--- config.mk ---
export PLATFORM = sky130hd
export DESIGN_NAME = sync_fifo_ext_flat
export DESIGN_NICKNAME = d
export VERILOG_FILES = /design/src/rtl/sync_fifo_pkg.sv /design/src/rtl/sync_fifo_ext_if.sv /design/src/rtl/fifo_ram.sv /design/src/rtl/sync_fifo_ext.sv /design/src/flat_wrapper.sv
export SDC_FILE = /design/constraint.sdc
export NUM_CORES = 1
export LEC_CHECK = 0
export ABC_AREA = 1
export BUFFER_PORTS_ARGS = -buffer_cell sky130_fd_sc_hd__buf_2
export CAP_MARGIN = 25
export CORE_MARGIN = 2
export CORE_UTILIZATION = 36
export CTS_BUF_LIST = sky130_fd_sc_hd__clkbuf_2 sky130_fd_sc_hd__clkbuf_4 sky130_fd_sc_hd__clkbuf_8
export CTS_CLUSTER_SIZE = 20
export DETAILED_ROUTE_END_ITERATION = 6
export PLACE_DENSITY_LB_ADDON = 0.12
export SLEW_MARGIN = 10
export SYNTH_ARGS = -nofsm -noshare
export SYNTH_HDL_FRONTEND = slang
export SYNTH_SLANG_ARGS = --single-unit
--- constraint.sdc ---
create_clock -name clk -period 2.4 [get_ports clk]
set_input_delay 0.48 -clock clk [delete_from_list [all_inputs] [get_ports clk]]
set_output_delay 0.48 -clock clk [all_outputs]
set_load 0.01 [all_outputs]
--- src/rtl/sync_fifo_pkg.sv ---
// Shared FIFO types and pointer helpers for the sync FIFO family.
// Pure declarations; no latency or backpressure of its own.
package sync_fifo_pkg;

    typedef enum logic {
        FIFO_FWFT = 1'b0,
        FIFO_REG  = 1'b1
    } fifo_mode_e;

    // Explicit wrap so non-power-of-two depths never walk past the last entry.
    function automatic int unsigned ptr_inc(input int unsigned ptr, input int unsigned depth);
        return (ptr == depth - 1) ? 0 : ptr + 1;
    endfunction

endpackage

--- src/rtl/sync_fifo_ext_if.sv ---
// Handshake/data bundle of sync_fifo_ext; slave = FIFO side, master = producer/consumer side.
// Wires only; no latency, no backpressure logic.
interface sync_fifo_ext_if #(
    parameter int DW = 8,
    parameter int DP = 8
);
    localparam int AW = $clog2(DP);

    logic          flush;
    logic          push;
    logic [DW-1:0] i_data;
    logic          full;
    logic          almost_full;
    logic          pop;
    logic [DW-1:0] o_data;
    logic          o_valid;
    logic          empty;
    logic          almost_empty;
    logic [AW:0]   level;
    logic          overflow;
    logic          underflow;

    modport master (
        output flush, push, i_data, pop,
        input  full, almost_full, o_data, o_valid, empty, almost_empty,
               level, overflow, underflow
    );

    modport slave (
        input  flush, push, i_data, pop,
        output full, almost_full, o_data, o_valid, empty, almost_empty,
               level, overflow, underflow
    );

endinterface

--- src/rtl/fifo_ram.sv ---
// Storage array: one synchronous write port, one asynchronous read port, no reset.
// Write visible to the read port one edge after we; no backpressure of its own.
module fifo_ram #(
    parameter int DW = 8,
    parameter int DP = 8
) (
    input  logic                  clk,
    input  logic                  we,
    input  logic [$clog2(DP)-1:0] waddr,
    input  logic [DW-1:0]         wdata,
    input  logic [$clog2(DP)-1:0] raddr,
    output logic [DW-1:0]         rdata
);

    logic [DW-1:0] mem [DP];

    always_ff @(posedge clk) begin
        if (we) begin
            mem[waddr] <= wdata;
        end
    end

    assign rdata = mem[raddr];

endmodule

--- src/rtl/sync_fifo_ext.sv ---
// Single-clock FIFO, any depth >= 2, FWFT or registered read, thresholds and sticky error flags.
// Write latency 1; read latency 0 (FWFT) or 1 (REG); push while full / pop while empty are dropped.
module sync_fifo_ext
    import sync_fifo_pkg::*;
#(
    parameter int DW    = 8,
    parameter int DP    = 8,
    parameter int MODE  = 0,
    parameter int AF_TH = DP - 1,
    parameter int AE_TH = 1
) (
    input  logic          clk,
    input  logic          rst,
    sync_fifo_ext_if.slave bus
);

    localparam int AW = $clog2(DP);

    if (DP < 2) begin : g_bad_dp
        $error("sync_fifo_ext: DP must be >= 2");
    end
    if (AF_TH < 1 || AF_TH > DP) begin : g_bad_af
        $error("sync_fifo_ext: AF_TH must be within 1..DP");
    end
    if (AE_TH < 0 || AE_TH > DP - 1) begin : g_bad_ae
        $error("sync_fifo_ext: AE_TH must be within 0..DP-1");
    end
    if (MODE != int'(FIFO_FWFT) && MODE != int'(FIFO_REG)) begin : g_bad_mode
        $error("sync_fifo_ext: MODE must be 0 (FWFT) or 1 (REG)");
    end

    logic [AW-1:0] wr_ptr_q, wr_ptr_d;
    logic [AW-1:0] rd_ptr_q, rd_ptr_d;
    logic [AW:0]   level_q, level_d;
    logic          overflow_q, overflow_d;
    logic          underflow_q, underflow_d;

    logic          full;
    logic          empty;
    logic          push_ok;
    logic          pop_ok;
    logic [DW-1:0] rd_data;

    // All status is decoded from the registered level, so it reflects pre-edge state.
    assign full    = (level_q == (AW+1)'(DP));
    assign empty   = (level_q == '0);
    assign push_ok = bus.push & ~full  & ~bus.flush;
    assign pop_ok  = bus.pop  & ~empty & ~bus.flush;

    always_comb begin
        wr_ptr_d    = wr_ptr_q;
        rd_ptr_d    = rd_ptr_q;
        level_d     = level_q;
        overflow_d  = overflow_q;
        underflow_d = underflow_q;

        if (bus.flush) begin
            wr_ptr_d    = '0;
            rd_ptr_d    = '0;
            level_d     = '0;
            overflow_d  = 1'b0;
            underflow_d = 1'b0;
        end else begin
            if (push_ok) begin
                wr_ptr_d = AW'(ptr_inc(32'(wr_ptr_q), DP));
            end
            if (pop_ok) begin
                rd_ptr_d = AW'(ptr_inc(32'(rd_ptr_q), DP));
            end
            case ({push_ok, pop_ok})
                2'b10:   level_d = level_q + 1'b1;
                2'b01:   level_d = level_q - 1'b1;
                default: level_d = level_q;
            endcase
            overflow_d  = overflow_q  | (bus.push & full);
            underflow_d = underflow_q | (bus.pop  & empty);
        end
    end

    always_ff @(posedge clk or posedge rst) begin
        if (rst) begin
            wr_ptr_q    <= '0;
            rd_ptr_q    <= '0;
            level_q     <= '0;
            overflow_q  <= 1'b0;
            underflow_q <= 1'b0;
        end else begin
            wr_ptr_q    <= wr_ptr_d;
            rd_ptr_q    <= rd_ptr_d;
            level_q     <= level_d;
            overflow_q  <= overflow_d;
            underflow_q <= underflow_d;
        end
    end

    fifo_ram #(
        .DW (DW),
        .DP (DP)
    ) u_ram (
        .clk   (clk),
        .we    (push_ok),
        .waddr (wr_ptr_q),
        .wdata (bus.i_data),
        .raddr (rd_ptr_q),
        .rdata (rd_data)
    );

    if (MODE == int'(FIFO_REG)) begin : g_reg
        logic          o_valid_q, o_valid_d;
        logic [DW-1:0] o_data_q,  o_data_d;

        // pop_ok is already masked by flush, so a flush drops o_valid and holds o_data.
        always_comb begin
            o_valid_d = pop_ok;
            o_data_d  = pop_ok ? rd_data : o_data_q;
        end

        always_ff @(posedge clk or posedge rst) begin
            if (rst) begin
                o_valid_q <= 1'b0;
                o_data_q  <= '0;
            end else begin
                o_valid_q <= o_valid_d;
                o_data_q  <= o_data_d;
            end
        end

        assign bus.o_valid = o_valid_q;
        assign bus.o_data  = o_data_q;
    end else begin : g_fwft
        assign bus.o_valid = ~empty;
        assign bus.o_data  = empty ? '0 : rd_data;
    end

    assign bus.full         = full;
    assign bus.empty        = empty;
    assign bus.almost_full  = (level_q >= (AW+1)'(AF_TH));
    assign bus.almost_empty = (level_q <= (AW+1)'(AE_TH));
    assign bus.level        = level_q;
    assign bus.overflow     = overflow_q;
    assign bus.underflow    = underflow_q;

endmodule

--- src/flat_wrapper.sv ---
// flat-port wrapper written by rule: the top's interface ports become plain ports
module sync_fifo_ext_flat import sync_fifo_pkg::*;
#(
    parameter int DW    = 8,
    parameter int DP    = 8,
    parameter int MODE  = 0,
    parameter int AF_TH = DP - 1,
    parameter int AE_TH = 1
)
  (clk, rst, bus_flush, bus_push, bus_i_data, bus_pop, bus_full, bus_almost_full, bus_o_data, bus_o_valid, bus_empty, bus_almost_empty, bus_level, bus_overflow, bus_underflow);
  sync_fifo_ext_if #(.DW(DW), .DP(DP)) bus_i ();
  input  logic clk;
  input  logic rst;
  input wire logic [$bits(bus_i.flush)-1:0] bus_flush;
  input wire logic [$bits(bus_i.push)-1:0] bus_push;
  input wire logic [$bits(bus_i.i_data)-1:0] bus_i_data;
  input wire logic [$bits(bus_i.pop)-1:0] bus_pop;
  output wire logic [$bits(bus_i.full)-1:0] bus_full;
  output wire logic [$bits(bus_i.almost_full)-1:0] bus_almost_full;
  output wire logic [$bits(bus_i.o_data)-1:0] bus_o_data;
  output wire logic [$bits(bus_i.o_valid)-1:0] bus_o_valid;
  output wire logic [$bits(bus_i.empty)-1:0] bus_empty;
  output wire logic [$bits(bus_i.almost_empty)-1:0] bus_almost_empty;
  output wire logic [$bits(bus_i.level)-1:0] bus_level;
  output wire logic [$bits(bus_i.overflow)-1:0] bus_overflow;
  output wire logic [$bits(bus_i.underflow)-1:0] bus_underflow;
  assign bus_i.flush = bus_flush;
  assign bus_i.push = bus_push;
  assign bus_i.i_data = bus_i_data;
  assign bus_i.pop = bus_pop;
  assign bus_full = bus_i.full;
  assign bus_almost_full = bus_i.almost_full;
  assign bus_o_data = bus_i.o_data;
  assign bus_o_valid = bus_i.o_valid;
  assign bus_empty = bus_i.empty;
  assign bus_almost_empty = bus_i.almost_empty;
  assign bus_level = bus_i.level;
  assign bus_overflow = bus_i.overflow;
  assign bus_underflow = bus_i.underflow;
  sync_fifo_ext #(.DW(DW), .DP(DP), .MODE(MODE), .AF_TH(AF_TH), .AE_TH(AE_TH)) u_core (.clk(clk), .rst(rst), .bus(bus_i));
endmodule
==> impl_metrics.prom <==
# TYPE chip_impl_metric gauge
chip_impl_metric{name="h-tree-depth",unit=""} 3
chip_impl_info{name="status",value="complete, no violations"} 1
chip_impl_info{name="class_of_the_most_critical_setup_path",value="flip-flop to primary output"} 1
chip_impl_metric{name="relSlewSlack",unit="%"} 65.4
chip_impl_info{name="reg2reg_to",value="u_core.u_ram.mem[4][2]"} 1
chip_impl_info{name="unrepaired_setup_endpoints_after_global_routing",value="no"} 1
chip_impl_metric{name="finalSetupViolations",unit=""} 0
chip_impl_metric{name="postRouteWirelength",unit="um"} 7540
chip_impl_metric{name="final_period_demand_of_the_worst_path",unit="ns"} 2.22
chip_impl_metric{name="slew_viol_final",unit=""} 0
chip_impl_metric{name="final_util",unit="%"} 42.9
chip_impl_metric{name="clock_tree.buffer_depth",unit=""} 2
chip_impl_metric{name="finalWeightedCongestion",unit=""} 0.825
chip_impl_metric{name="antenna_found_initial",unit=""} 0
chip_impl_metric{name="synthesis.area_per_instance",unit="um2"} 11.0
chip_impl_metric{name="ys_ff_latch",unit=""} 76
chip_impl_metric{name="power-per-cell-area",unit="mW/mm2"} 983
chip_impl_metric{name="vias",unit=""} 2307
chip_impl_metric{name="cp_data_arrival_time",unit="ns"} 1.74
chip_impl_metric{name="clkSlewWorstSetupHoldPaths",unit="ns"} 0.08
chip_impl_metric{name="drv.max_cap_violation_count",unit=""} 0
chip_impl_metric{name="skew",unit="ns"} 0.00606
chip_impl_metric{name="seq_area",unit="mm2"} 0.00222
chip_impl_metric{name="drtAntennaViolNets",unit=""} 0
chip_impl_metric{name="detailedPlacementHpwl",unit="um"} 5010
chip_impl_metric{name="die_h",unit="um"} 101
chip_impl_metric{name="coreArea",unit="mm2"} 0.00915
chip_impl_metric{name="inserted_clock_buffers",unit=""} 9
chip_impl_metric{name="first_global_vias",unit=""} 2235
chip_impl_info{name="start_kind",value="flip-flop"} 1
chip_impl_metric{name="worst_pin_slew",unit="ns"} 0.518
chip_impl_info{name="critical_path.endpoint_type",value="primary output"} 1
chip_impl_metric{name="drt_pre_antenna_iters",unit=""} 4
chip_impl_metric{name="post_synth_cell_types",unit=""} 28
chip_impl_metric{name="io_buffer_count",unit=""} 31
chip_impl_metric{name="std_cell_rows",unit=""} 35
chip_impl_metric{name="finalNetCount",unit=""} 372
chip_impl_metric{name="hold_viol_final",unit=""} 0
chip_impl_metric{name="multi_input_area",unit="mm2"} 0.00101
chip_impl_metric{name="netlist_instances",unit=""} 306
chip_impl_metric{name="post_cts_hold_buffer_count",unit=""} 0
chip_impl_metric{name="grt_usage",unit="%"} 16.0
chip_impl_metric{name="instances_no_fill",unit=""} 468
chip_impl_metric{name="wl_per_cell",unit="um"} 16.1
chip_impl_metric{name="crit_required",unit="ns"} 1.92
chip_impl_metric{name="crit_path_max_fanout",unit=""} 12
chip_impl_metric{name="r2r_cells",unit=""} 8
chip_impl_info{name="final_common_cell",value="sky130_fd_sc_hd__nor2_1"} 1
chip_impl_metric{name="finalCritPeriodShare",unit="%"} 92.3
chip_impl_metric{name="mappedNetlistArea",unit="mm2"} 0.00338
chip_impl_metric{name="clock_sinks",unit=""} 76
chip_impl_metric{name="num_io_pins",unit=""} 32
chip_impl_metric{name="worst_skew_pair.late_latency",unit="ns"} 0.35
chip_impl_metric{name="proportion_of_synthesized_chip_area_in_sequential_cells",unit="%"} 65.8
chip_impl_metric{name="drt_drc_violations_left",unit=""} 0
chip_impl_metric{name="ir_drop",unit="mV"} 0.423
chip_impl_metric{name="power",unit="mW"} 3.86
chip_impl_metric{name="die_w",unit="um"} 101
chip_impl_metric{name="fin_tns_setup",unit="ns"} 0
chip_impl_metric{name="timing.reg2reg.setup_slack",unit="ns"} 0.40
chip_impl_metric{name="grt_pass1_wl",unit="um"} 12000
chip_impl_info{name="reg2reg_from",value="u_core.bus.level[0]"} 1
chip_impl_metric{name="grt_max_degree",unit=""} 23
chip_impl_info{name="timing.hold.worst.class",value="input port to asynchronous set/reset pin"} 1
chip_impl_info{name="worstSetupStartpoint",value="u_core.bus.level[0]"} 1
chip_impl_info{name="cts_tree",value="yes"} 1
chip_impl_metric{name="globalRoute.totalOverflow",unit=""} 0
chip_impl_metric{name="post_drt_via_cell_ratio",unit=""} 4.93
chip_impl_metric{name="synth_fp_nets",unit=""} 326
chip_impl_metric{name="die_area",unit="mm2"} 0.0102
chip_impl_metric{name="synth_warnings",unit=""} 0
chip_impl_info{name="layout_common_cells",value="69 x sky130_fd_sc_hd__nor2_1, 64 x sky130_fd_sc_hd__edfxtp_1, 41 x sky130_fd_sc_hd__nand2_1, 38 x sky130_fd_sc_hd__o21ai_0, 31 x sky130_fd_sc_hd__buf_2"} 1
chip_impl_metric{name="initial_utilization",unit="%"} 36.9
chip_impl_metric{name="initialDrtViolationCount",unit=""} 84
chip_impl_metric{name="fmaxAchievable",unit="GHz"} 0.451
chip_impl_metric{name="drive_gt1_share",unit="%"} 21.6
chip_impl_metric{name="antenna-diode-count",unit=""} 0
chip_impl_metric{name="layout-area-overhead-vs-synth",unit="%"} 16.3
chip_impl_info{name="cell_at_the_root_of_the_clock_tree",value="sky130_fd_sc_hd__clkbuf_8"} 1
chip_impl_metric{name="fill_cells",unit=""} 877
chip_impl_metric{name="leakagePower",unit="nW"} 1.56
chip_impl_metric{name="placed_cells_incl_taps",unit=""} 451
-- synthesized netlist by cell type, drive strengths merged --
| cell type | instances | area (um2) |
|---|---|---|
| o211ai | 8 | 60.1 |
| nand2 | 44 | 173 |
| clkbuf | 3 | 12.5 |
| nor2 | 74 | 300 |
| nand3b | 1 | 7.51 |
| o21ai | 39 | 195 |
| dfrtp | 12 | 300 |
| o22ai | 9 | 56.3 |
| nand3 | 7 | 52.6 |
| nor3 | 1 | 5.00 |
| inv | 19 | 71.3 |
| ha | 7 | 87.6 |
| edfxtp | 64 | 1920 |
| a21oi | 3 | 30.0 |
| buf | 10 | 62.6 |
| o21a | 2 | 15.0 |
| xor2 | 3 | 26.3 |
-- report_power, final --
group / internal, mW / total [mW] / leakage, nW / switching (mW)
clock: 0.485 / 0.979 / 0.0910 / 0.494
combinational: 0.472 / 1.31 / 0.733 / 0.836
sequential: 1.50 / 1.57 / 0.740 / 0.0754
total: 2.45 / 3.86 / 1.56 / 1.41
-- metal layers --
metal	part of all wire [%]	routed length [um]	vias up	global-route usage (%)
met5	0	0	-	0
met2	48	3640	39	25.1
met3	2.9	218	8	3.33
met1	48	3580	1119	21.7
li1	-	-	1141	-
met4	1.3	95	0	6.43
-- stage by stage --
step | hold slack, ns | setup slack, ns | cell area, um2
global route | 0.186 | 0.0163 | 3930
detailed placement | 0.478 | 0.406 | 3720
floorplan | 0.345 | 0.380 | 3380
CTS | 0.158 | 0.00231 | 3920
global placement | 0.472 | 0.446 | 3720
finish | 0.149 | 0.185 | 3930
-- final cells by class --
type	count	share of cell area (%)
multi-input cells	198	25.8
clock buffers	9	3.15
well taps	111	3.54
inverters	19	1.82
repair buffers	48	7.20
clock inverters	7	1.94
flip-flops and latches	76	56.6
-- sequential cells by signal (all words and copies together) (netlist names) --
signal and flops:
u_core.u_ram.mem 64, u_core.wr_ptr_q 3, u_core.bus.level 4, u_core.rd_ptr_q 3
u_core.bus.underflow 1, u_core.bus.overflow 1
-- repair_timing --
item | 4_1_cts | 5_1_grt
endpoints found under the setup margin | 0 | 8
gates resized for setup | 0 | 1
setup buffers | 0 | 1
-- worst max-delay path: stages, from the launching register on --
cell,delay [ns]
sky130_fd_sc_hd__dfrtp_1,0.44
sky130_fd_sc_hd__inv_1,0.14
sky130_fd_sc_hd__ha_1,0.32
sky130_fd_sc_hd__nand2_4,0.18
sky130_fd_sc_hd__nand2_1,0.13
sky130_fd_sc_hd__nor2_1,0.04
sky130_fd_sc_hd__buf_2,0.13
-- worst max path at each step --
stage | endpoint | cells after the start
floorplan | u_core.u_ram.mem[0][0] | 7
global placement | bus_o_data[6] | 6
detailed placement | bus_o_data[6] | 6
CTS | bus_o_data[6] | 6
global route | bus_o_data[6] | 6
finish | bus_o_data[6] | 6
-- kinds of logic after synthesis --
family / synth area share, %
compound gates: 10.6
flops: 65.8
fa+ha+maj: 2.59
xor+xnor: 0.778
buf+inv: 4.33
simple gates: 15.9
(Power assumes the default switching activity.)
